### src/rtl/ped_crossing_ctrl.sv
// Pedestrian crossing controller slaved to the vehicle light FSM's signal code.
// Optional audible WALK cue on output beep when PED_AUDIO_EN is defined.
module ped_crossing_ctrl #(
  parameter int TICK_DIV   = 50000000,
  parameter int CLR_TIME   = 2,
  parameter int WALK_TIME  = 10,
  parameter int FLASH_TIME = 5
) (
  input  logic       clk,
  input  logic       rst,
  input  logic [2:0] veh_signal,
  input  logic       ped_btn,
  output logic       walk,
  output logic       dont_walk,
  output logic       req_pending,
  output logic [7:0] countdown,
`ifdef PED_AUDIO_EN
  output logic       beep,
`endif
  output logic       fault
);

  localparam int PW = (TICK_DIV > 2) ? $clog2(TICK_DIV) : 1;

  typedef enum logic [2:0] {IDLE, CLEAR, WALK, FLASH, DONE} state_t;

  state_t        state;
  logic [PW-1:0] presc;
  logic [2:0]    prev_veh;
  logic          prev_btn;

  logic tick, veh_red, red_entry, illegal, press, timed;

  function automatic logic [7:0] sat8(input int v);
    return (v > 255) ? 8'd255 : 8'(v);
  endfunction

  always_comb begin
    tick      = (presc == PW'(TICK_DIV - 1));
    veh_red   = (veh_signal == 3'b000);
    red_entry = veh_red && (prev_veh != 3'b000);
    illegal   = (veh_signal > 3'b010);
    press     = ped_btn && !prev_btn;
    timed     = (state == CLEAR) || (state == WALK) || (state == FLASH);
  end

  always_ff @(posedge clk) begin
    if (rst) begin
      state       <= IDLE;
      walk        <= 1'b0;
      dont_walk   <= 1'b1;
      req_pending <= 1'b0;
      countdown   <= 8'd0;
      fault       <= 1'b0;
      presc       <= '0;
      prev_veh    <= 3'b000;
      prev_btn    <= 1'b0;
`ifdef PED_AUDIO_EN
      beep        <= 1'b0;
`endif
    end else begin
      prev_veh <= veh_signal;
      prev_btn <= ped_btn;
      presc    <= (timed && !tick) ? presc + PW'(1) : '0;
`ifdef PED_AUDIO_EN
      beep     <= 1'b0;
`endif
      // Requests made while pedestrians already cross are meaningless; WALK entry below clears.
      if (press && state != WALK) req_pending <= 1'b1;

      // Vehicles leaving RED under pedestrian right-of-way, or a corrupt code, forces failsafe.
      if (illegal || (timed && !veh_red)) begin
        state     <= IDLE;
        walk      <= 1'b0;
        dont_walk <= 1'b1;
        countdown <= 8'd0;
        fault     <= 1'b1;
        presc     <= '0;
      end else begin
        unique case (state)
          IDLE: begin
            walk      <= 1'b0;
            dont_walk <= 1'b1;
            countdown <= 8'd0;
            if (!fault && red_entry && (req_pending || press)) begin
              state     <= CLEAR;
              countdown <= sat8(CLR_TIME);
              presc     <= '0;
            end
          end
          CLEAR: if (tick) begin
            if (countdown == 8'd1) begin
              state       <= WALK;
              countdown   <= sat8(WALK_TIME);
              walk        <= 1'b1;
              dont_walk   <= 1'b0;
              req_pending <= 1'b0;
            end else countdown <= countdown - 8'd1;
          end
          WALK: if (tick) begin
`ifdef PED_AUDIO_EN
            beep <= 1'b1;
`endif
            if (countdown == 8'd1) begin
              state     <= FLASH;
              countdown <= sat8(FLASH_TIME);
              walk      <= 1'b0;
              dont_walk <= 1'b1;
            end else countdown <= countdown - 8'd1;
          end
          FLASH: if (tick) begin
`ifdef PED_AUDIO_EN
            beep <= ~countdown[0];
`endif
            if (countdown == 8'd1) begin
              state     <= DONE;
              countdown <= 8'd0;
              dont_walk <= 1'b1;
            end else begin
              countdown <= countdown - 8'd1;
              dont_walk <= ~dont_walk;
            end
          end
          DONE: begin
            walk      <= 1'b0;
            dont_walk <= 1'b1;
            countdown <= 8'd0;
            if (!veh_red) state <= IDLE;
          end
          default: begin
            state     <= IDLE;
            walk      <= 1'b0;
            dont_walk <= 1'b1;
            countdown <= 8'd0;
          end
        endcase
      end
    end
  end

endmodule

### config.mk
export PLATFORM = sky130hd
export DESIGN_NAME = ped_crossing_ctrl
export DESIGN_NICKNAME = d
export VERILOG_FILES = /design/src/rtl/ped_crossing_ctrl.sv
export SDC_FILE = /design/constraint.sdc
export NUM_CORES = 1
export LEC_CHECK = 0
export ABC_AREA = 1
export CORE_MARGIN = 5
export CORE_UTILIZATION = 45
export CTS_CLUSTER_DIAMETER = 60
export DETAILED_ROUTE_END_ITERATION = 6
export PLACE_DENSITY_LB_ADDON = 0.12
export SLEW_MARGIN = 5
export SYNTH_ARGS = -nofsm -noshare
export SYNTH_HDL_FRONTEND = slang
export SYNTH_SLANG_ARGS = --single-unit
### constraint.sdc
create_clock -name clk -period 2.34 [get_ports clk]
set_clock_uncertainty 0.1 [all_clocks]
set_input_delay 0.468 -clock clk [delete_from_list [all_inputs] [get_ports clk]]
set_output_delay 0.468 -clock clk [all_outputs]
set_load 0.02 [all_outputs]
# Word-level counts from Yosys, hierarchy flattened
# Cells that the tools add are included.
totals:
  reg_bits: 45
  input_bits: 6
  out_inout_bits: 12
  elab_cells: 85
op_classes:
  addsub: 2
  magnitude_cmp: 1
  n_eq_ne: 15
  muxes: 33
  n_bitwise: 2
  reduce_logical: 23
op_table:
  columns: ["op", "count"]
  rows:
  - ["$mux 26", 3]
  - ["$mux 8", 6]
  - ["$pmux 8 s4", 1]
  - ["$add 26x1->26 const B", 1]
  - ["$eq 26x26->1 const B", 1]
  - ["$mux 3", 8]
  - ["$pmux 3 s5", 1]
  - ["$mux 1", 11]
  - ["$ne 2x2->1 const B", 5]
  - ["$reduce_and 5->1", 2]
  - ["$eq 8x1->1 const B", 1]
  - ["$reduce_and 8->1", 1]
  - ["$sub 8x1->8 const B", 1]
  - ["$logic_and 1x1->1", 7]
  - ["$eq 3x2->1 const B", 2]
  - ["$logic_not 3->1", 2]
  - ["$ne 2x1->1 const B", 3]
  - ["$pmux 1 s3", 2]
  - ["$logic_not 1->1", 4]
  - ["$logic_or 1x1->1", 4]
  - ["$eq 3x1->1 const B", 1]
  - ["$eq 3x3->1 const B", 1]
  - ["$gt 3x2->1 const B", 1]
  - ["$ne 3x2->1 const B", 1]
  - ["other kinds (5)", 6]

# Depth between registers and ports, before layout
# Gate-level depths: netlist (run 1).
logic_depth:
  depth_word: 8
  mapped_depth: 11
  ltp_nobuf: 11

# Worst setup path after synthesis (run 1)
# Ideal clock, no wire load.
synth_path:
  kind: "register to register"
  startpoint: "register presc[0]"
  endpoint: "register countdown[7]"
  setup_ns: 0.125
  arrival_ns: 1.414
  required_ns: 2.115
  slack_ns: 0.701
  path_stages_with_launch: 12
  path_buffers: 1
  synth_period_minus_slack_ns: 1.639
  cell_sequence: "dfxtp_1 > ha_1 > nand2_1 > nor2_2 > nand3_2 > nor2_1 > nand2_2 > nand2_4 > nor2_8 > inv_4 > buf_6 > o22ai_2"
synth_via:
  elab_chain_cells: 3
  word_cells_on_any_way: 5
  classes_between: "eq/ne (4); reduce/logical (1)"
synth_lines:
  columns: ["element", "line_no", "source"]
  rows:
  - ["start: declaration", "28", "logic [PW-1:0] presc;"]
  - ["start signal: assignment", "64", "presc <= (timed && !tick) ? presc + PW'(1) : '0;"]
  - ["$eq 26x26->1 *", "39", "tick = (presc == PW'(TICK_DIV - 1));"]
  - ["$ne 2x2->1 (no line)", null, null]
  - ["$reduce_and 3->1 (no line) *", null, null]
  - ["end signal: assignment", "87", "countdown <= sat8(CLR_TIME);"]
  - ["end signal: assignment", "94", "countdown <= sat8(WALK_TIME);"]
  - ["end signal: assignment", "98", "end else countdown <= countdown - 8'd1;"]
  - ["end: declaration", "16", "output logic [7:0] countdown,"]
# Mark *: on every way between the ends. The rest lies on a longest branch, timed or not.
# A chain may end at the register's enable or synchronous reset.

# Worst setup path after layout (run 1)
layout_path:
  startpoint: "register countdown[3]"
  endpoint: "output port countdown[3]"
# No word-level cell between the ends.

==> impl_metrics.yaml, run 1 <==
synth:
  syn_area_mm2: 0.00245
  dominantRegCellSynth: "dfxtp_1"
  yosys_warnings: 0
  netlist_top_cells_area: "dfxtp_1 37%, nor2_1 10%, nand2_1 9.8%"
  synth_edf_count: 0
  syn-num-nets: 351
  yosys.area.top_type: "dfxtp_1"
  synth-seq-cells: 45
  synth_cell_types: 34
  synth_xor_xnor_area_share: 0.0680
  synth_fa_ha_area_frac: 0.0153
  synthSimpleGateAreaFrac: 0.375
  async_flop_share: 0
  avgSynthCellArea_um2: 7.15
  yosysTopAreaCellShare: 0.368
  synth_seq_area_share: 0.368
  synthMuxAreaShare: 0
  syn_inst: 342
  synth_compound_area_frac: 0.0839
  synth_top_family_by_area: "simple AND/OR/NAND/NOR gates"
sta:
  timing.hold.ws_ns: 0.354
  worst_slew_pin_slew_ns: 0.436
  maxSlewViolCount: 0
  rsz0062_at_grt: "no"
  fin_setup_tns_ns: 0
  fin_ws_ns: 0.379
  slew_headroom: 0.707
  setup_viol: 0
  min_period_ns: 1.96
  hold_violations: 0
  fin_crit_sh: 0.838
  fmax_mhz: 510
die:
  ioPinCount: 18
  die-area_mm2: 0.00701
  die_w_um: 83.7
  initial_core_util: 0.470
  fp.coreArea_mm2: 0.00520
  rows: 26
  die-height_um: 83.7
clock_network:
  clk_pin_slew_ns: 0.08
  insertion_delay_ns: 0.30
  cts_resized: 0
  cts_tree: "built"
  cts_buffer_depth: 2
  htreeDepth: 2
  root_buffer: "clkbuf_8"
  clock-sinks: 45
  postCtsSetupRepairBufs: 0
  cts_buffers: 5
  holdBufCountCts: 0
global_route:
  grt_pass1_wl_um: 9420
  grt_max_degree: 27
  grt_pass1_vias: 2059
  antenna_found_initial: 0
  grt-ovfl-total: 0
  grtUsageTotal: 0.164
critical_path:
  path_class: "flop to output port"
  worstPathRequired_ns: 1.77
  worstPathCellList: "clkdlybuf4s50_1"
  cp.arrival_ns: 1.39
  critPathSlowestCell: "clkdlybuf4s50_1"
  worstSetupStartpointType: "flop"
  crit_fanout: 7
  endpoint_kind: "output port"
  critPathMaxStageDelay_ns: 0.65
  crit_family: "buffers and inverters"
  cp_num_buf_inv: 1
final_layout:
  drive_gt1_frac: 0.0904
  n_antenna_cell: 0
  fillCellCount: 527
  area_growth_pct: 13.6
  stdcell_area_mm2: 0.00278
  fin_nets: 373
power:
  p_total_mw: 1.43
  internal_power_mw: 1.09
  power.share.clock: 0.375
  ir_worst_vdd_uv: 337
  power_frac_comb: 0.078
  power_switching_share: 0.240
  switching_power_mw: 0.343
  total_leakage_power_nw: 1.10
  pwr_density_cell_mw_per_mm2: 515
  sequentialPowerShare: 0.547
min_path:
  min_path_type: "flop to flop"
flow_run:
  cap_violations: 0
drt:
  via_per_inst: 4.96
  drt_iter0_markers: 119
  ant_nets: 0
  route.vias.total: 2157
  drc: 0
  wl_per_cell_um: 12.2
  wl_um: 5320
  dr.pass1.iters: 4
place:
  pre_cts_ws_ns: 0.187
  gp_congestion: 1.01
  hpwl_um: 4110
  portBuffers: 17
  dpl_cell_area_mm2: 0.00268
run_status:
  status: "finished clean"
-- synthesized netlist by cell type (2+ instances only) --
cell,instances
a21oi_1,8
a31oi_1,3
buf_6,3
dfxtp_1,45
ha_1,3
inv_1,46
inv_4,2
nand2_1,64
nand2_2,6
nand3_1,18
nand4_1,12
nor2_1,65
nor2_2,2
nor2_4,4
nor2_8,2
nor3_1,12
nor3b_1,2
o211ai_1,2
o21ai_0,11
xnor2_1,6
xor2_1,13
-- layer usage --
| metal | track usage | share of wire |
|---|---|---|
| met5 | 0 | 0 |
| met1 | 0.210 | 0.46 |
| met4 | 0.0658 | 0.021 |
| met2 | 0.264 | 0.47 |
| met3 | 0.0385 | 0.043 |
-- sequential cells by signal (all words and copies together), names as in the netlist --
register	flops
prev_btn	1
countdown	8
presc	26
dont_walk	1
state	3
walk	1
req_pending	1
prev_veh	3
fault	1
-- stage by stage --
step,util,std cells
finish,0.534,435
global route,0.534,435
CTS,0.534,435
detailed placement,0.514,427
global placement,0.514,427
floorplan,-,342
-- path summary, 6_finish.rpt --
| path | from | to | slack [ns] | cells past startpoint |
|---|---|---|---|---|
| worst min-delay path | presc[0]$_SDFF_PP0_ | presc[0]$_SDFF_PP0_ | 0.35 | 1 |
| worst max register to register | presc[0]$_SDFF_PP0_ | countdown[6]$_SDFFE_PP0P_ | 0.47 | 10 |
| worst min register to register | presc[0]$_SDFF_PP0_ | presc[0]$_SDFF_PP0_ | 0.35 | 1 |
| worst max-delay path | countdown[3]$_SDFFE_PP0P_ | countdown[3] | 0.38 | 1 |
-- cell usage in the layout, fill, tap and decap left out --
| cell | synthesis | layout |
|---|---|---|
| nor2_1 | 65 | 65 |
| nand2_1 | 64 | 64 |
| inv_1 | 46 | 46 |
| dfxtp_1 | 45 | 45 |
| nand3_1 | 18 | 18 |
| clkdlybuf4s50_1 | 0 | 17 |
| xor2_1 | 13 | 13 |
| nor3_1 | 12 | 12 |
| nand4_1 | 12 | 12 |
| o21ai_0 | 11 | 11 |
| a21oi_1 | 8 | 8 |
| clkbuf_8 | 0 | 7 |
| nand2_2 | 6 | 6 |
| xnor2_1 | 6 | 6 |
| nor2_4 | 4 | 4 |
| a31oi_1 | 3 | 3 |
| ha_1 | 3 | 3 |
| nor2_2 | 2 | 2 |
| nor2_8 | 2 | 2 |
| inv_4 | 2 | 2 |
| nor3b_1 | 2 | 2 |
| o211ai_1 | 2 | 2 |
| o21ai_4 | 1 | 1 |
| nand3_2 | 1 | 1 |
| nand2_4 | 1 | 1 |
| a21oi_4 | 1 | 1 |
| o2111ai_1 | 1 | 1 |
| or2_2 | 1 | 1 |
| a21oi_2 | 1 | 1 |
| nor3_4 | 1 | 1 |
| nor4_1 | 1 | 1 |
| o31ai_1 | 1 | 1 |
| o22ai_2 | 1 | 1 |
| nand3b_1 | 1 | 1 |
| o22ai_1 | 1 | 1 |
| clkinv_2 | 0 | 1 |
| buf_4 | 0 | 1 |
-- final cells by class --
| class | count | area [um2] | share of cell area |
|---|---|---|---|
| clock buffer | 7 | 96.3 | 0.0347 |
| sequential | 45 | 901 | 0.324 |
| tap | 70 | 87.6 | 0.0315 |
| timing repair buffer | 18 | 178 | 0.0639 |
| multi-input combinational | 246 | 1330 | 0.477 |
| inverter | 48 | 185 | 0.0666 |
| clock inverter | 1 | 5.00 | 0.00180 |
-- power by group through the flow --
stage	logic [mW]	registers, mW	clock network (mW)
4_1_cts	0.112	0.783	0.553
6_report	0.112	0.783	0.536
2_1_floorplan	0.0704	0.805	0
5_1_grt	0.125	0.786	0.589
3_5_place_dp	0.112	0.801	0
3_3_place_gp	0.111	0.801	0
-- cells by family after synthesis --
logic type,Yosys count
buffers and inverters,51
xor gates and xnor gates,19
DFF,45
AOI/OAI and AO/OA,31
and+or+nand+nor,193
adders and majority gates,3
Note: power is estimated with default switching activity, not from simulation.
==> run 2, diff against run 1 <==
clock period = 1.87 ns   (was 2.34 ns; I/O delays follow)
==> impl_metrics.yaml, run 2 (same netlist as run 1, synthesis figures left out) <==
power:
  power.share.clock: 0.344
  switching_power_mw: 0.428
  ir_worst_vdd_uv: 362
  power_switching_share: 0.247
  pwr_density_cell_mw_per_mm2: 588
  power_frac_comb: 0.091
  internal_power_mw: 1.31
  sequentialPowerShare: 0.564
  p_total_mw: 1.73
  total_leakage_power_nw: 1.22
drt:
  drc: 0
  wl_um: 5510
  dr.pass1.iters: 4
  drt_iter0_markers: 101
  wl_per_cell_um: 12.1
  route.vias.total: 2204
  ant_nets: 0
  via_per_inst: 4.83
place:
  pre_cts_ws_ns: -0.184
  place_inst: 446
  gp_congestion: 0.850
  portBuffers: 17
  hpwl_um: 4310
final_layout:
  largest-register: "presc"
  n_antenna_cell: 0
  top_regs: "presc: 26 flops, countdown: 8 flops"
  layout_commonest_cell: "nand2_1"
  layout_common_cells: "64 x nand2_1, 61 x nor2_1, 45 x inv_1"
  fin_nets: 394
  area_growth_pct: 20.7
  drive_gt1_frac: 0.153
  layoutNonFillerInstCount: 456
  fin_util: 0.567
  largest_reg_flops: 26
critical_path:
  cp.arrival_ns: 1.34
  worstPathCellList: "clkdlybuf4s50_1"
  path_class: "flop to output port"
  critPathSlowestCell: "clkdlybuf4s50_1"
  endpoint_kind: "output port"
  crit_family: "buffers and inverters"
  worstSetupStartpointType: "flop"
  critPathMaxStageDelay_ns: 0.64
  cp_num_buf_inv: 1
  crit_fanout: 4
  worstPathRequired_ns: 1.40
sta:
  setup_viol: 0
  rsz0062_at_grt: "yes"
  worst_slew_pin_slew_ns: 0.459
  hold_violations: 0
  fmax_mhz: 553
  maxSlewViolCount: 0
  min_period_ns: 1.81
  timing.hold.ws_ns: 0.407
  slew_headroom: 0.692
  fin_crit_sh: 0.968
  fin_ws_ns: 0.0603
clock_network:
  cts_buffer_depth: 2
  cts_tree: "built"
  insertion_delay_ns: 0.30
  clk_pin_slew_ns: 0.09
  root_buffer: "clkbuf_8"
  holdBufCountCts: 0
  clock-sinks: 45
  cts_buffers: 5
  htreeDepth: 2
flow_run:
  cap_violations: 0
die:
  rows: 26
  initial_core_util: 0.470
  die-height_um: 83.7
  fp.coreArea_mm2: 0.00520
  die-area_mm2: 0.00701
  ioPinCount: 18
  die_w_um: 83.7
global_route:
  grtUsageTotal: 0.165
  grt_pass1_vias: 2127
  antenna_found_initial: 0
  grt_max_degree: 27
  grt_pass1_wl_um: 9380
  grt-ovfl-total: 0
min_path:
  min_path_type: "flop to flop"
run_status:
  status: "finished clean"
## run 2: metal layers
metal / global-route usage / wire length, um / vias up
li1: - / - / 1177
met1: 0.192 / 2600 / 1001
met2: 0.296 / 2750 / 21
met3: 0.0385 / 109 / 5
met4: 0.0541 / 53 / 0
met5: 0 / 0 / -
## run 2: cell type report
class / instances / area [um2]
inverter: 48 / 190
sequential: 45 / 902
clock inverter: 1 / 7.51
clock buffer: 7 / 76.3
multi-input combinational: 246 / 1350
tap: 70 / 87.6
fill: 523 / 2250
timing repair buffer: 39 / 337
## run 2: repair_timing
action | in CTS | in global routing
pin swaps | 0 | 1
setup buffers | 0 | 2
resized for setup | 1 | 13
endpoints found under the setup margin | 1 | 34
endpoints found under the hold margin | 0 | 0
## run 2: worst paths after layout
check / startpoint / to / slack [ns] / cells past startpoint
setup / recovery: countdown[4]$_SDFFE_PP0P_ / countdown[4] / 0.06 / 1
hold / removal: presc[0]$_SDFF_PP0_ / presc[0]$_SDFF_PP0_ / 0.41 / 2
setup reg to reg: presc[7]$_SDFF_PP0_ / countdown[3]$_SDFFE_PP0P_ / 0.15 / 11
hold reg to reg: presc[0]$_SDFF_PP0_ / presc[0]$_SDFF_PP0_ / 0.41 / 2
## run 2: power by group through the flow
stage | clock network, mW | registers, mW | logic (mW)
2_1_floorplan | 0 | 1.01 | 0.0881
3_3_place_gp | 0 | 1.00 | 0.155
3_5_place_dp | 0 | 1.00 | 0.155
4_1_cts | 0.621 | 0.979 | 0.156
5_1_grt | 0.661 | 0.981 | 0.176
6_report | 0.597 | 0.979 | 0.159
## run 2: stage by stage
stage | area, um2 | setup TNS, ns
floorplan | 2450 | 0
global placement | 2820 | -2.63
detailed placement | 2820 | -3.67
CTS | 2900 | 0
global route | 2950 | -0.00786
finish | 2950 | 0
